## src/rtl/pipe_hazard_if.sv

```systemverilog
// ============================================================================
// Interface     : pipe_hazard_if
// Description   : Bundles every signal between the 5-stage pipeline datapath
//                 and the hazard controller.
//                 master : pipeline side. Drives stage register fields and
//                          memory handshake, receives enables/flushes/selects.
//                 slave  : hazard controller side.
// Parameters    : CNT_W - width of the stall-cycle performance counter
// Revision      : 1.0 - initial release
// ============================================================================
`default_nettype none

interface pipe_hazard_if #(
    parameter int CNT_W = 16
);
    // Pipeline -> controller
    logic [4:0]       id_rs;
    logic [4:0]       id_rt;
    logic             id_jump;
    logic [4:0]       ex_rs;
    logic [4:0]       ex_rt;
    logic [4:0]       ex_rd;
    logic             ex_mem_read;
    logic             ex_branch_taken;
    logic [4:0]       mem_rd;
    logic             mem_reg_write;
    logic [4:0]       wb_rd;
    logic             wb_reg_write;
    logic             mem_req;
    logic             mem_ready;

    // Controller -> pipeline
    logic             pc_ld;
    logic             if_id_ld;
    logic             if_id_flush;
    logic             id_ex_ld;
    logic             id_ex_flush;
    logic             ex_mem_ld;
    logic             mem_wb_ld;
    logic [1:0]       fwd_a;
    logic [1:0]       fwd_b;
    logic [1:0]       state;
    logic             mem_timeout;
    logic [CNT_W-1:0] stall_cycles;

    modport master (
        output id_rs, id_rt, id_jump, ex_rs, ex_rt, ex_rd, ex_mem_read,
               ex_branch_taken, mem_rd, mem_reg_write, wb_rd, wb_reg_write,
               mem_req, mem_ready,
        input  pc_ld, if_id_ld, if_id_flush, id_ex_ld, id_ex_flush,
               ex_mem_ld, mem_wb_ld, fwd_a, fwd_b, state, mem_timeout,
               stall_cycles
    );

    modport slave (
        input  id_rs, id_rt, id_jump, ex_rs, ex_rt, ex_rd, ex_mem_read,
               ex_branch_taken, mem_rd, mem_reg_write, wb_rd, wb_reg_write,
               mem_req, mem_ready,
        output pc_ld, if_id_ld, if_id_flush, id_ex_ld, id_ex_flush,
               ex_mem_ld, mem_wb_ld, fwd_a, fwd_b, state, mem_timeout,
               stall_cycles
    );
endinterface

`default_nettype wire

```

## src/rtl/pipe_hazard_ctrl.sv

```systemverilog
// ============================================================================
// Module        : pipe_hazard_ctrl
// Description   : Central hazard sequencer for the 5-stage MIPS pipeline.
//                 Generates stage load enables / flush strobes and EX-stage
//                 forwarding selects. Priority: memory-wait freeze, taken
//                 branch flush, load-use stall, jump flush. An FSM tracks
//                 data-memory waits and raises a sticky timeout.
// Ports         : clk       - clock
//                 rst       - asynchronous active-high reset
//                 hz        - pipe_hazard_if.slave (all pipeline signals)
// Parameters    : MAX_WAIT  - wait cycles tolerated before timeout (>=1)
//                 CNT_W     - width of stall_cycles
// Macro         : HAZ_PERF_CNT_EN - when defined, stall_cycles is a real
//                 saturating counter; otherwise it is tied to zero.
// Revision      : 1.0 - initial release
// ============================================================================
`default_nettype none

module pipe_hazard_ctrl #(
    parameter int MAX_WAIT = 16,
    parameter int CNT_W    = 16
) (
    input  wire logic    clk,
    input  wire logic    rst,
    pipe_hazard_if.slave hz
);

    localparam int WAIT_W = $clog2(MAX_WAIT + 1);

    typedef enum logic [1:0] {
        ST_RUN      = 2'b00,
        ST_MEM_WAIT = 2'b01,
        ST_ERR      = 2'b10
    } state_t;

    state_t            state_q;
    logic [WAIT_W-1:0] wait_cnt_q;
    logic              timeout_q;
    logic              freeze;

    // ------------------------------------------------------------------
    // Forwarding: MEM result is younger than WB, so it wins. Register 0
    // is hard-wired zero and never forwarded.
    // ------------------------------------------------------------------
    always_comb begin
        hz.fwd_a = 2'b00;
        hz.fwd_b = 2'b00;
        if (!rst) begin
            if (hz.mem_reg_write && hz.mem_rd != 5'd0 && hz.mem_rd == hz.ex_rs)
                hz.fwd_a = 2'b10;
            else if (hz.wb_reg_write && hz.wb_rd != 5'd0 && hz.wb_rd == hz.ex_rs)
                hz.fwd_a = 2'b01;

            if (hz.mem_reg_write && hz.mem_rd != 5'd0 && hz.mem_rd == hz.ex_rt)
                hz.fwd_b = 2'b10;
            else if (hz.wb_reg_write && hz.wb_rd != 5'd0 && hz.wb_rd == hz.ex_rt)
                hz.fwd_b = 2'b01;
        end
    end

    // ------------------------------------------------------------------
    // Stage control. The freeze covers the very first cycle of an access
    // (still in RUN) so nothing moves before the FSM reaches MEM_WAIT.
    // ------------------------------------------------------------------
    assign freeze = ((state_q == ST_MEM_WAIT) && !hz.mem_ready) ||
                    ((state_q == ST_RUN) && hz.mem_req && !hz.mem_ready);

    always_comb begin
        hz.pc_ld       = 1'b0;
        hz.if_id_ld    = 1'b0;
        hz.if_id_flush = 1'b0;
        hz.id_ex_ld    = 1'b0;
        hz.id_ex_flush = 1'b0;
        hz.ex_mem_ld   = 1'b0;
        hz.mem_wb_ld   = 1'b0;
        if (!rst && state_q != ST_ERR && !freeze) begin
            hz.pc_ld     = 1'b1;
            hz.if_id_ld  = 1'b1;
            hz.id_ex_ld  = 1'b1;
            hz.ex_mem_ld = 1'b1;
            hz.mem_wb_ld = 1'b1;
            if (hz.ex_branch_taken) begin
                // Instruction in ID is discarded, so its load-use is moot.
                hz.if_id_flush = 1'b1;
                hz.id_ex_flush = 1'b1;
            end else if (hz.ex_mem_read && hz.ex_rd != 5'd0 &&
                         (hz.ex_rd == hz.id_rs || hz.ex_rd == hz.id_rt)) begin
                // Hold PC and IF/ID one cycle; the load moves on to MEM so
                // the match disappears next cycle, giving exactly one bubble.
                hz.pc_ld       = 1'b0;
                hz.if_id_ld    = 1'b0;
                hz.id_ex_flush = 1'b1;
            end else if (hz.id_jump) begin
                hz.if_id_flush = 1'b1;
            end
        end
    end

    // ------------------------------------------------------------------
    // Memory-wait FSM. ERR is terminal until reset.
    // ------------------------------------------------------------------
    always_ff @(posedge clk or posedge rst) begin
        if (rst) begin
            state_q    <= ST_RUN;
            wait_cnt_q <= '0;
            timeout_q  <= 1'b0;
        end else begin
            case (state_q)
                ST_RUN: begin
                    if (hz.mem_req && !hz.mem_ready) begin
                        state_q    <= ST_MEM_WAIT;
                        wait_cnt_q <= WAIT_W'(1);
                    end
                end
                ST_MEM_WAIT: begin
                    if (hz.mem_ready) begin
                        state_q    <= ST_RUN;
                        wait_cnt_q <= '0;
                    end else if (wait_cnt_q == WAIT_W'(MAX_WAIT)) begin
                        state_q   <= ST_ERR;
                        timeout_q <= 1'b1;
                    end else begin
                        wait_cnt_q <= wait_cnt_q + WAIT_W'(1);
                    end
                end
                ST_ERR: begin
                    state_q <= ST_ERR;
                end
                default: begin
                    state_q <= ST_RUN;
                end
            endcase
        end
    end

    assign hz.state       = state_q;
    assign hz.mem_timeout = timeout_q;

    // ------------------------------------------------------------------
    // Stall statistics: non-advancing cycles plus inserted bubbles.
    // ------------------------------------------------------------------
`ifdef HAZ_PERF_CNT_EN
    logic [CNT_W-1:0] stall_q;
    logic [CNT_W-1:0] stall_d;
    logic             stall_evt;

    assign stall_evt = !hz.pc_ld || hz.if_id_flush || hz.id_ex_flush;

    always_comb begin
        stall_d = stall_q;
        if (stall_evt && stall_q != {CNT_W{1'b1}})
            stall_d = stall_q + {{(CNT_W-1){1'b0}}, 1'b1};
    end

    always_ff @(posedge clk or posedge rst) begin
        if (rst)
            stall_q <= '0;
        else
            stall_q <= stall_d;
    end

    assign hz.stall_cycles = stall_q;
`else
    assign hz.stall_cycles = {CNT_W{1'b0}};
`endif

endmodule

`default_nettype wire

```

## src/flat_wrapper.sv

```systemverilog
// flat-port wrapper written by rule: the top's interface ports become plain ports
module pipe_hazard_ctrl_flat 
#(
    parameter int MAX_WAIT = 16,
    parameter int CNT_W    = 16
)
  (clk, rst, hz_id_rs, hz_id_rt, hz_id_jump, hz_ex_rs, hz_ex_rt, hz_ex_rd, hz_ex_mem_read, hz_ex_branch_taken, hz_mem_rd, hz_mem_reg_write, hz_wb_rd, hz_wb_reg_write, hz_mem_req, hz_mem_ready, hz_pc_ld, hz_if_id_ld, hz_if_id_flush, hz_id_ex_ld, hz_id_ex_flush, hz_ex_mem_ld, hz_mem_wb_ld, hz_fwd_a, hz_fwd_b, hz_state, hz_mem_timeout, hz_stall_cycles);
  pipe_hazard_if #(.CNT_W(CNT_W)) hz_i ();
  input  wire logic clk;
  input  wire logic rst;
  input wire logic [$bits(hz_i.id_rs)-1:0] hz_id_rs;
  input wire logic [$bits(hz_i.id_rt)-1:0] hz_id_rt;
  input wire logic [$bits(hz_i.id_jump)-1:0] hz_id_jump;
  input wire logic [$bits(hz_i.ex_rs)-1:0] hz_ex_rs;
  input wire logic [$bits(hz_i.ex_rt)-1:0] hz_ex_rt;
  input wire logic [$bits(hz_i.ex_rd)-1:0] hz_ex_rd;
  input wire logic [$bits(hz_i.ex_mem_read)-1:0] hz_ex_mem_read;
  input wire logic [$bits(hz_i.ex_branch_taken)-1:0] hz_ex_branch_taken;
  input wire logic [$bits(hz_i.mem_rd)-1:0] hz_mem_rd;
  input wire logic [$bits(hz_i.mem_reg_write)-1:0] hz_mem_reg_write;
  input wire logic [$bits(hz_i.wb_rd)-1:0] hz_wb_rd;
  input wire logic [$bits(hz_i.wb_reg_write)-1:0] hz_wb_reg_write;
  input wire logic [$bits(hz_i.mem_req)-1:0] hz_mem_req;
  input wire logic [$bits(hz_i.mem_ready)-1:0] hz_mem_ready;
  output wire logic [$bits(hz_i.pc_ld)-1:0] hz_pc_ld;
  output wire logic [$bits(hz_i.if_id_ld)-1:0] hz_if_id_ld;
  output wire logic [$bits(hz_i.if_id_flush)-1:0] hz_if_id_flush;
  output wire logic [$bits(hz_i.id_ex_ld)-1:0] hz_id_ex_ld;
  output wire logic [$bits(hz_i.id_ex_flush)-1:0] hz_id_ex_flush;
  output wire logic [$bits(hz_i.ex_mem_ld)-1:0] hz_ex_mem_ld;
  output wire logic [$bits(hz_i.mem_wb_ld)-1:0] hz_mem_wb_ld;
  output wire logic [$bits(hz_i.fwd_a)-1:0] hz_fwd_a;
  output wire logic [$bits(hz_i.fwd_b)-1:0] hz_fwd_b;
  output wire logic [$bits(hz_i.state)-1:0] hz_state;
  output wire logic [$bits(hz_i.mem_timeout)-1:0] hz_mem_timeout;
  output wire logic [$bits(hz_i.stall_cycles)-1:0] hz_stall_cycles;
  assign hz_i.id_rs = hz_id_rs;
  assign hz_i.id_rt = hz_id_rt;
  assign hz_i.id_jump = hz_id_jump;
  assign hz_i.ex_rs = hz_ex_rs;
  assign hz_i.ex_rt = hz_ex_rt;
  assign hz_i.ex_rd = hz_ex_rd;
  assign hz_i.ex_mem_read = hz_ex_mem_read;
  assign hz_i.ex_branch_taken = hz_ex_branch_taken;
  assign hz_i.mem_rd = hz_mem_rd;
  assign hz_i.mem_reg_write = hz_mem_reg_write;
  assign hz_i.wb_rd = hz_wb_rd;
  assign hz_i.wb_reg_write = hz_wb_reg_write;
  assign hz_i.mem_req = hz_mem_req;
  assign hz_i.mem_ready = hz_mem_ready;
  assign hz_pc_ld = hz_i.pc_ld;
  assign hz_if_id_ld = hz_i.if_id_ld;
  assign hz_if_id_flush = hz_i.if_id_flush;
  assign hz_id_ex_ld = hz_i.id_ex_ld;
  assign hz_id_ex_flush = hz_i.id_ex_flush;
  assign hz_ex_mem_ld = hz_i.ex_mem_ld;
  assign hz_mem_wb_ld = hz_i.mem_wb_ld;
  assign hz_fwd_a = hz_i.fwd_a;
  assign hz_fwd_b = hz_i.fwd_b;
  assign hz_state = hz_i.state;
  assign hz_mem_timeout = hz_i.mem_timeout;
  assign hz_stall_cycles = hz_i.stall_cycles;
  pipe_hazard_ctrl #(.MAX_WAIT(MAX_WAIT), .CNT_W(CNT_W)) u_core (.clk(clk), .rst(rst), .hz(hz_i));
endmodule
```

## config.mk

```make
export PLATFORM = sky130hd
export DESIGN_NAME = pipe_hazard_ctrl_flat
export DESIGN_NICKNAME = d
export VERILOG_FILES = /design/src/rtl/pipe_hazard_if.sv /design/src/rtl/pipe_hazard_ctrl.sv /design/src/flat_wrapper.sv
export SDC_FILE = /design/constraint.sdc
export NUM_CORES = 1
export LEC_CHECK = 0
export ABC_CLOCK_PERIOD_IN_PS = 3750
export CORE_MARGIN = 8
export CORE_UTILIZATION = 30
export CTS_CLUSTER_DIAMETER = 30
export DETAILED_ROUTE_END_ITERATION = 12
export DONT_BUFFER_PORTS = 1
export GPL_ROUTABILITY_DRIVEN = 1
export PLACE_DENSITY = 0.55
export SETUP_SLACK_MARGIN = 0.2
export SYNTH_ARGS = -nofsm -noshare
export SYNTH_HDL_FRONTEND = slang
export SYNTH_SLANG_ARGS = --single-unit
```

## constraint.sdc

```tcl
create_clock -name clk -period 3.75 [get_ports clk]
set_input_delay 1.125 -clock clk [delete_from_list [all_inputs] [get_ports clk]]
set_output_delay 1.125 -clock clk [all_outputs]
set_load 0.05 [all_outputs]
```

==> impl_metrics.ini <==
[status]
outcome = completed

[worst_setup_path]
slowest_stage = or4_1
reg2reg_to = u_core.wait_cnt_q[3]
worst_ep_arrival_time_ns = 2.37
r2r_cells = 4
r2r_slack_ns = 2.00
cpPeakStageDelay_ns = 0.52
crit_type = input pin to primary output
cp.required_ns = 2.62
crit_path_start_kind = input pin
reg2reg_from = u_core.hz.state[0]
path_max_fanout = 3
crit_path_end_kind = primary output
worstPathCellList = or4_1 > o21ai_2 > buf_4 > nor3_1 > nor4_4 > buf_12

[run]
cap_violations = 0

[clock_network]
ctsHoldBuffers = 0
path_clk_slew_ns = 0.05
cts_num_sinks = 8
cts_tree = done
htreeDepth = 1
clock_latency_ns = 0.26
cts_root_buf = clkbuf_4
cts_buffers = 3
post-cts-setup-buffers = 0
clock_path_buffers = 2

[global_route]
grt_overflow = 0
grt_max_degree = 11
antenna_found_initial = 0
met2_usage = 0.180
grtUsageTotal = 0.0994
grt-busiest-layer = met2
grt_pass1_wl_um = 4310
gr-usage-met3 = 0.0477
first_global_vias = 930
grtUsageMet1 = 0.0930

[die]
fp.dieH_um = 73.8
rows = 21
core_area_sq_um = 3280
die_w_um = 73.8
io_pins = 74
initial_utilization = 0.306
die_area_sq_um = 5450

[worst_hold_path]
hold_class = register to register
hold_path.startpoint = u_core.wait_cnt_q[4]
hold_path_depth = 2
min_to = u_core.wait_cnt_q[4]

[final_layout]
n_antenna_cell = 0
fillCellCount = 343
drive_above_1_share = 0.185
area_growth_pct = 19.5
nets = 183

[timing]
slew_violations = 0
rsz0062_at_grt = no
fin_ws_ns = 0.259
holdWs_ns = 0.539
fin_setup_tns_ns = 0
worst_pin_slew_ns = 0.727
fin_crit_sh = 0.931
skew_ns = 0.00245
fin_crit_ns = 3.49
finalSetupViolCount = 0
hold_viol_final = 0
fmax_ghz = 0.286
slew_headroom = 0.515

[power_and_ir_drop]
clkPwrFrac = 0.218
pwr-share-comb = 0.454
p_leak_nw = 0.467
pwr-share-seq = 0.328
vdd_drop_max_v = 0.0000682
switching_share = 0.434
p_switching_w = 0.000133
power_w = 0.000307
power_per_cell_area_nw_per_um2 = 256
power.internal_w = 0.000174

[place]
dp_hpwl_um = 2470
routabilityCongestion = 0.740
port_buffers = 0
preCtsSetupSlack_ns = 0.225

[logic_synthesis]
syn_avg_cell_area_sq_um = 7.90
synth_top_cells_by_area = dfrtp_1, buf_4, xor2_1
syn_inst = 127
synthArstFlopShare = 1.00
seq_area_frac_synth = 0.200
yosys_warnings = 0
synth_edf_count = 0
synth-seq-cells = 8
yosysMostFrequentCell = buf_4
synth_top_area_frac = 0.200
synth_top_cells_by_count = buf_4, xor2_1, xnor2_1
netlist_area_sq_um = 1000
ys.flop_type = dfrtp_1
ys_types = 28
yosysTopAreaCell = dfrtp_1

[detailed_routing]
drtPass1Iterations = 4
drt-wirelength-per-cell_um = 15.1
drt_iter0_markers = 37
vias_per_cell = 4.85
vias = 878
drc = 0
ant_nets = 0
totalWireLength_um = 2730
==> layout make-up <==
| cell class | count | area [sq um] | share of cell area |
|---|---|---|---|
| multi-input cells | 108 | 754 | 0.629 |
| flip-flops and latches | 8 | 200 | 0.167 |
| repair buffers | 10 | 138 | 0.115 |
| well taps | 46 | 57.6 | 0.0480 |
| inverters | 6 | 26.3 | 0.0219 |
| clock buffers | 3 | 22.5 | 0.0188 |
==> through the flow <==
| stage | cells | area, sq um | utilization |
|---|---|---|---|
| CTS | 181 | 1190 | 0.363 |
| global route | 181 | 1200 | 0.365 |
| floorplan | 142 | 1110 | - |
| detailed placement | 178 | 1170 | 0.356 |
| finish | 181 | 1200 | 0.365 |
| global placement | 178 | 1170 | 0.356 |
==> timing repair <==
action / CTS / global route
gates resized for setup: 0 / 2
setup endpoints to repair: 0 / 2
endpoints found under the hold margin: 0 / 0
==> worst max path at each step <==
stage                 start           to  cells after the start
4_1_cts        hz_mem_rd[1]  hz_fwd_a[0]                      5
5_1_grt        hz_mem_rd[1]  hz_fwd_b[0]                      6
3_3_place_gp   hz_mem_rd[1]  hz_fwd_a[0]                      5
3_5_place_dp   hz_mem_rd[1]  hz_fwd_a[0]                      5
2_1_floorplan  hz_mem_rd[0]  hz_fwd_a[1]                      3
6_report       hz_mem_rd[1]  hz_fwd_b[0]                      6
==> registers in the layout, indices dropped and copies added, names as in the netlist <==
signal	count
u_core.hz.state	2
u_core.wait_cnt_q	5
u_core.hz.mem_timeout	1
==> per-layer routing <==
| metal | up-vias | routed length, um |
|---|---|---|
| li1 | 421 | - |
| met1 | 384 | 892 |
| met2 | 69 | 1290 |
| met3 | 4 | 516 |
| met4 | 0 | 35 |
| met5 | - | 0 |
==> cell families after synthesis <==
group           Yosys count  share of synthesized area
fa+ha+maj                 2                     0.0249
buf+inv                  26                      0.168
other cells               1                    0.00374
compound gates           24                      0.143
xor+xnor                 30                      0.262
simple gates             36                      0.198
flops                     8                      0.199
==> layout by cell type (no fill, tap or decap), types with 2 or more instances in the layout <==
cell type  count
dfrtp_1        8
or4_1          3
buf_4          5
nand2_1        8
nor2_1         3
or4_4          2
xnor2_1       14
nor4_4         2
clkbuf_4       3
buf_12         5
nor3_1         7
nor4_2         2
nand3_1        7
conb_1        16
ha_1           2
o21ai_0        9
a21oi_1        4
inv_1          5
xor2_1        16
==> worst max-delay path, delay by kind of cell <==
family | cells | cell delay (ns)
AOI/OAI and AO/OA | 1 | 0.14
buffers and inverters | 2 | 0.32
and+or+nand+nor | 3 | 0.78
==> power by group through the flow <==
stage               logic [W]  registers [W]  clock network [W]
global placement     0.000137       0.000102                  0
finish               0.000139       0.000101          0.0000670
CTS                  0.000139       0.000101          0.0000703
global route         0.000151       0.000102          0.0000736
detailed placement   0.000138       0.000103                  0
floorplan            0.000132      0.0000992                  0
Note: power is estimated with default switching activity, not from simulation.
